`config.mk`:
```
export PLATFORM = sky130hd
export DESIGN_NAME = tdm_demux_1x8
export DESIGN_NICKNAME = d
export VERILOG_FILES = /design/src/rtl/tdm_pkg.sv /design/src/rtl/tdm_slot_counter.sv /design/src/rtl/tdm_demux_1x8.sv
export SDC_FILE = /design/constraint.sdc
export NUM_CORES = 1
export LEC_CHECK = 0
export CAP_MARGIN = 20
export CORE_MARGIN = 1.5
export CORE_UTILIZATION = 30
export CTS_BUF_LIST = sky130_fd_sc_hd__clkbuf_8 sky130_fd_sc_hd__clkbuf_16
export CTS_CLUSTER_DIAMETER = 50
export CTS_CLUSTER_SIZE = 28
export DETAILED_ROUTE_END_ITERATION = 16
export HOLD_SLACK_MARGIN = 0.08
export PLACE_DENSITY = 0.5
export SLEW_MARGIN = 20
export SYNTH_ARGS = -nofsm -noshare
export SYNTH_HDL_FRONTEND = slang
export SYNTH_SLANG_ARGS = --single-unit
export TNS_END_PERCENT = 30
```
`constraint.sdc`:
```
create_clock -name clk -period 3.1 [get_ports clk]
set_input_delay 0.62 -clock clk [delete_from_list [all_inputs] [get_ports clk]]
set_output_delay 0.62 -clock clk [all_outputs]
set_load 0.05 [all_outputs]
```
`src/rtl/tdm_pkg.sv`:
```
// rtl/tdm_pkg.sv - shared TDM frame constants and types
package tdm_pkg;

  localparam int NUM_SLOTS = 8;

  typedef logic [2:0] slot_t;

  typedef enum logic {
    HUNT = 1'b0,
    RUN  = 1'b1
  } state_t;

endpackage

```
`src/rtl/tdm_slot_counter.sv`:
```
// rtl/tdm_slot_counter.sv - 3-bit wrapping slot pointer
module tdm_slot_counter
  import tdm_pkg::*;
(
  input  logic  clk,
  input  logic  rst,
  input  logic  clr_to_one,
  input  logic  inc,
  output slot_t slot
);

  // Slot pointer: clr_to_one restarts a frame after its slot-0 write, inc wraps 7->0.
  always_ff @(posedge clk) begin
    if (rst) begin
      slot <= '0;
    end else if (clr_to_one) begin
      slot <= slot_t'(1);
    end else if (inc) begin
      slot <= slot + slot_t'(1);
    end
  end

endmodule

```
`src/rtl/tdm_demux_1x8.sv`:
```
// rtl/tdm_demux_1x8.sv - 1:8 TDM receive demultiplexer with sync lock
module tdm_demux_1x8
  import tdm_pkg::*;
#(
  parameter int WIDTH = 8
) (
  input  logic             clk,
  input  logic             rst,
  input  logic [WIDTH-1:0] din,
  input  logic             valid,
  input  logic             sync,
  output logic [WIDTH-1:0] D0,
  output logic [WIDTH-1:0] D1,
  output logic [WIDTH-1:0] D2,
  output logic [WIDTH-1:0] D3,
  output logic [WIDTH-1:0] D4,
  output logic [WIDTH-1:0] D5,
  output logic [WIDTH-1:0] D6,
  output logic [WIDTH-1:0] D7,
  output logic             frame_valid,
  output logic             sync_err,
  output logic [2:0]       slot,
  output logic             locked
);

  state_t           state;
  slot_t            cur_slot;
  logic [WIDTH-1:0] shadow [NUM_SLOTS-1];
  logic [WIDTH-1:0] d_q    [NUM_SLOTS];

  logic  lock_beat;
  logic  run_beat;
  logic  err_beat;
  logic  restart;
  logic  advance;
  logic  publish;
  slot_t wr_slot;

  // Beat classification: a sync beat in HUNT or a mid-frame sync both restart at slot 0.
  always_comb begin
    lock_beat = (state == HUNT) && valid && sync;
    run_beat  = (state == RUN) && valid;
    err_beat  = run_beat && sync && (cur_slot != '0);
    restart   = lock_beat || err_beat;
    advance   = run_beat && !err_beat;
    publish   = advance && (cur_slot == slot_t'(NUM_SLOTS - 1));
    wr_slot   = restart ? slot_t'(0) : cur_slot;
  end

  tdm_slot_counter u_slot_counter (
    .clk        (clk),
    .rst        (rst),
    .clr_to_one (restart),
    .inc        (advance),
    .slot       (cur_slot)
  );

  // Lock state: enter RUN on the first synced beat, leave only on reset.
  always_ff @(posedge clk) begin
    if (rst) begin
      state <= HUNT;
    end else if (lock_beat) begin
      state <= RUN;
    end
  end

  // Shadow file for slots 0..6; slot 7 goes straight to the publish registers.
  always_ff @(posedge clk) begin
    if (rst) begin
      for (int i = 0; i < NUM_SLOTS - 1; i++) shadow[i] <= '0;
    end else if (restart || advance) begin
      for (int i = 0; i < NUM_SLOTS - 1; i++) begin
        if (wr_slot == slot_t'(i)) shadow[i] <= din;
      end
    end
  end

  // Publish a complete frame atomically on the slot-7 write and flag the pulses.
  always_ff @(posedge clk) begin
    if (rst) begin
      for (int i = 0; i < NUM_SLOTS; i++) d_q[i] <= '0;
      frame_valid <= 1'b0;
      sync_err    <= 1'b0;
    end else begin
      frame_valid <= publish;
      sync_err    <= err_beat;
      if (publish) begin
        for (int i = 0; i < NUM_SLOTS - 1; i++) d_q[i] <= shadow[i];
        d_q[NUM_SLOTS-1] <= din;
      end
    end
  end

  assign D0     = d_q[0];
  assign D1     = d_q[1];
  assign D2     = d_q[2];
  assign D3     = d_q[3];
  assign D4     = d_q[4];
  assign D5     = d_q[5];
  assign D6     = d_q[6];
  assign D7     = d_q[7];
  assign slot   = cur_slot;
  assign locked = (state == RUN);

endmodule

```
======== Word-level counts from Yosys, hierarchy flattened ========
Memories as Yosys holds them, arrays and structs flattened.
Index checks and enable logic that the tools add are counted.
word-level totals
  memories ................................ 2
  bits in writable memories ............... 120
  output and inout port bits .............. 70
  register bits ........................... 6
  input bits .............................. 12
  word-level logic and storage cells ...... 96
memories
  name    words  width  read ports  clocked after Yosys merged registers in  write ports  RTL line             source
  d_q     8      8      8           0                                        8            tdm_demux_1x8.sv:29  logic [WIDTH-1:0] d_q [NUM_SLOTS];
  shadow  7      8      7           0                                        7            tdm_demux_1x8.sv:28  logic [WIDTH-1:0] shadow [NUM_SLOTS-1];
operators by class
  multiplexer cells ....................... 51
  eq/ne operators ......................... 7
  reduce and logical (&&, ||, !) cells .... 14
  add/sub/neg operators ................... 1
  bitwise logic cells ..................... 16
operator list
  cell                                            number
  two-way mux 8 bit                               15
  two-way mux 1 bit                               35
  OR 1 bit                                        15
  == test 3 bit (second input constant)           4
  logical AND 1 bit                               7
  == test 3 x 2 -> 1 bit (second input constant)  2
  adder 3 x 1 -> 3 bit (second input constant)    1
  == test 3 x 1 -> 1 bit (second input constant)  1
  zero test 3 bit                                 1
  two-way mux 3 bit                               1
  nonzero test 3 bit                              1
  logical OR 1 bit                                2
  nonzero test 2 bit                              1
  OR reduction 2 bit                              1
  zero test 1 bit                                 1
  inverter 1 bit                                  1

======== Depth between registers and ports, before layout ========
  depth after elaboration ................. 11
  mapped depth ............................ 7

======== Modules after synthesis ========
Synthesis repeated with hierarchy kept, for this count alone.
second synthesis, totals
  cell total of the unflattened synthesis .. 365
  area, all modules ....................... 5029.8 um^2
modules (own cells, without submodules)
  module            cells an instance  area each (um^2)  instances
  tdm_demux_1x8     352                4897.2            1
  tdm_slot_counter  13                 132.6             1

======== Least setup slack after synthesis ========
Ideal clock, no wire load.
  path kind ............................... reg-to-reg
  start point ............................. register u_slot_counter.slot[0]
  end point ............................... memory d_q[0][0], enable pin
  arrival ................................. 2581 ps
  stages on the path, launching flop included .. 6
  slack ................................... 98 ps
  period minus slack after synthesis ...... 3002 ps
  path through ............................ dfxtp_1 -> inv_1 -> ha_1 -> nand2b_1 -> a21oi_1 -> a21o_1
RTL lines
  item                    RTL line                source
  from (decl)             tdm_slot_counter.sv:9   output slot_t slot
  from (signal assigned)  tdm_slot_counter.sv:17  slot <= slot_t'(1);
  from (signal assigned)  tdm_slot_counter.sv:19  slot <= slot + slot_t'(1);
  to (decl)               tdm_demux_1x8.sv:29

======== Worst setup path in the final report ========
  start point ............................. register state (netlist: locked)
  end point ............................... output port locked
RTL lines
  item                    RTL line             source
  from (decl)             tdm_demux_1x8.sv:26  state_t state;
  from (signal assigned)  tdm_demux_1x8.sv:61  state <= HUNT;
  from (signal assigned)  tdm_demux_1x8.sv:63  state <= RUN;
  to (decl)               tdm_demux_1x8.sv:23  output logic locked
No word-level cell between the ends.

==> flow_metrics.tcl <==
set metrics [dict create \
    status "complete, no violations" \
    final_cells 628 \
    synth_fa_ha_area_share_pct 0.8002 \
    cts_resized 0 \
    seq_area_frac_synth_pct 79.38 \
    p_sw_share_pct 21.26 \
    finalSetupViolations 0 \
    rr_startpoint "u_slot_counter.slot[0]" \
    maxCapViolCount 0 \
    dp_hpwl_um 6213 \
    cp_slowest_cell "clkdlybuf4s50_1" \
    critical_path_buf_inv_count 1 \
    synth_commonest_cells "edfxtp_1, and2_1, nor2_1, nand2_1, inv_1" \
    worst_slew_pin_slew_ps 572.8 \
    powerDensity_nw_per_um2 695.0 \
    root_buffer "clkbuf_16" \
    power_frac_clock_pct 48.6 \
    required_ps 2480 \
    report.final.hold_viol_count 0 \
    first_pass_iters 4 \
    setup_tns_ps 0 \
    die_w_um 128.0 \
    antenna_cells 0 \
    dieArea_sq_um 16400 \
    rr_worst_depth 6 \
    wl_per_cell_um 15.17 \
    pwr-share-seq_pct 43.8 \
    cp-start-kind "flip-flop" \
    rsz0062_at_grt "no" \
    rrSetupSlack_ps 980 \
    layout.nets 419 \
    synthXorXnorAreaFrac_pct 0 \
    fmax_mhz 413.8 \
    synth_flop_cell "edfxtp_1" \
    grt_max_degree 44 \
    ios 82 \
    cts_hold_buf 0 \
    r2r_end "d_q[0][24]" \
    setup_slack_ps 683.7 \
    synth.area.top_cells "edfxtp_1, and2_1, nor2_1" \
    core_sq_um 15260 \
    cts.sinks 126 \
    dpl_worst_slack_ps 403.9 \
    syn2layout_area_growth_pct 37.40 \
    hold_end "d_q[0][6]" \
    synth_compound_area_share_pct 2.774 \
    routed_via_density 4.256 \
    portBuffers 81 \
    insertion_delay_ps 420 \
    synth_edf_count 120 \
    drv_slew 0 \
    ys_ff_latch 126 \
    grt-ovfl-total 0 \
    endpoint_kind "output port" \
    crit_family "buffers and inverters" \
    drt-initial-drc-count 146 \
    synth_area_sq_um 4691 \
    grt.total_usage_pct 12.58 \
    cts_tree "yes" \
    synth-simple-area-share_pct 14.91 \
    p_comb_share_pct 7.5 \
    syn-mean-instance-area_sq_um 15.38 \
    clk_path_buf_depth 2 \
    wl_um 9527 \
    p_int_w 0.003527 \
    die_y_um 128.0 \
    min_path_cells 1 \
    period_minus_slack_ps 2416 \
    gp_congestion 0.7833 \
    synth.mux.area_fraction_pct 0 \
    synth.most_common_cell "edfxtp_1" \
    p_switching_w 0.0009522 \
    relSlewSlack_pct 61.56 \
    postRouteAntennaNets 0 \
    grt_pass1_wl_um 14730 \
    total_leakage_power_nw 2.361 \
    cp_max_fo 9 \
    finClkSkew_ps 8.192 \
    worstPathArrival_ps 1800 \
    synth_top_family_by_area "simple AND/OR/NAND/NOR gates" \
    crit_chain "clkdlybuf4s50_1" \
    synthArstFlopShare_pct 0 \
    dr_total_vias 2673 \
    worstHoldStart "shadow[0][6]" \
    grt_antenna_before_repair 0 \
    cts_made_buffers 17 \
    synth_top_cell_by_area "edfxtp_1" \
    drive_gt1_share_pct 10.07 \
    floorplan.initialDensity_pct 30.74 \
    syn_inst 305 \
    crit_path_max_incr_delay_ps 870 \
    hold_path_class "flip-flop to flip-flop" \
    dpl.cell_count 596 \
    synth_top_area_share_pct 76.82 \
    crit_type "flip-flop to output port" \
    synth_nets 320 \
    fin_crit_sh_pct 77.95 \
    first_global_vias 2658 \
    yosys_warnings 0 \
    htree_levels 4 \
    synth_cell_type_count 29 \
    cts_setup_buffers 0 \
    remaining_drc_errors 0 \
    clkTransAtPathRegs_ps 60 \
    peakVddDrop_mv 0.2869 \
    num_rows 45 \
]
kinds of logic (layout without fill, tap and decap cells):
| logic type | after synthesis | in the layout |
|---|---|---|
| buffers and inverters | 23 | 135 |
| adders and majority gates | 3 | 3 |
| and+or+nand+nor | 136 | 136 |
| DFF | 126 | 126 |
| AOI/OAI and AO/OA | 17 | 17 |
through the flow:
| step | utilization (%) | total power (W) | hold WS, ps | area, sq um |
|---|---|---|---|---|
| after floorplan | - | 0.002203 | 496.7 | 4691 |
| after global routing | 42.24 | 0.004623 | 531.8 | 6445 |
| after global placement | 37.98 | 0.002337 | 504.8 | 5796 |
| after CTS | 42.24 | 0.004520 | 518.5 | 6445 |
| after detailed placement | 37.98 | 0.002339 | 505.7 | 5796 |
| final | 42.24 | 0.004479 | 515.2 | 6445 |
cell usage in the layout (no fill, tap or decap), types with 2 or more instances in the layout:
| cell type | count |
|---|---|
| edfxtp_1 | 120 |
| clkdlybuf4s50_1 | 81 |
| and2_1 | 49 |
| nor2_1 | 42 |
| clkbuf_16 | 17 |
| nand2_1 | 16 |
| inv_1 | 13 |
| nor2b_1 | 11 |
| nor3_1 | 8 |
| buf_4 | 8 |
| bufinv_16 | 6 |
| dfxtp_1 | 6 |
| a21oi_1 | 4 |
| clkinv_1 | 4 |
| clkinv_2 | 4 |
| nand4_1 | 3 |
| o21ai_0 | 3 |
| ha_1 | 3 |
| nand2b_1 | 2 |
| o2111ai_1 | 2 |
| a31o_2 | 2 |
| a31oi_1 | 2 |
worst max path at each step:
stage,start,to,cells past startpoint
after floorplan,u_slot_counter.slot[0],d_q[0][0],5
after global placement,valid,shadow[3][3],4
after detailed placement,sync,shadow[3][5],4
after CTS,locked,locked,1
after global routing,locked,locked,1
final,locked,locked,1
per-layer routing:
| metal | part of all wire (%) | up-vias | track usage, % | wire [um] |
|---|---|---|---|---|
| met4 | 2.1 | 0 | 6.742 | 198 |
| met3 | 6.9 | 14 | 4.466 | 656 |
| met5 | 0 | - | 0 | 0 |
| met1 | 47 | 1274 | 17.17 | 4450 |
| met2 | 44 | 100 | 17.49 | 4222 |
| li1 | - | 1285 | - | - |
flip-flops by register name, indices dropped and copies added (netlist names):
name,flops
d_q,64
frame_valid,1
locked,1
shadow,56
sync_err,1
u_slot_counter.slot,3
power groups by stage:
stage | clock (W) | combinational (W) | sequential [W]
3_5_place_dp | 0 | 0.000341 | 0.00200
6_report | 0.00218 | 0.000338 | 0.00196
5_1_grt | 0.00230 | 0.000356 | 0.00197
2_1_floorplan | 0 | 0.0000702 | 0.00213
3_3_place_gp | 0 | 0.000338 | 0.00200
4_1_cts | 0.00221 | 0.000342 | 0.00197
area by class of cell:
type | instances | area [sq um]
multi-input cells | 156 | 868.3
clock inverters | 15 | 224.0
clock buffers | 17 | 425.4
repair buffers | 90 | 890.9
fillers | 1432 | 8813
well taps | 211 | 264.0
flip-flops and latches | 126 | 3724
inverters | 13 | 48.80
Note: power is estimated with default switching activity, not from simulation.
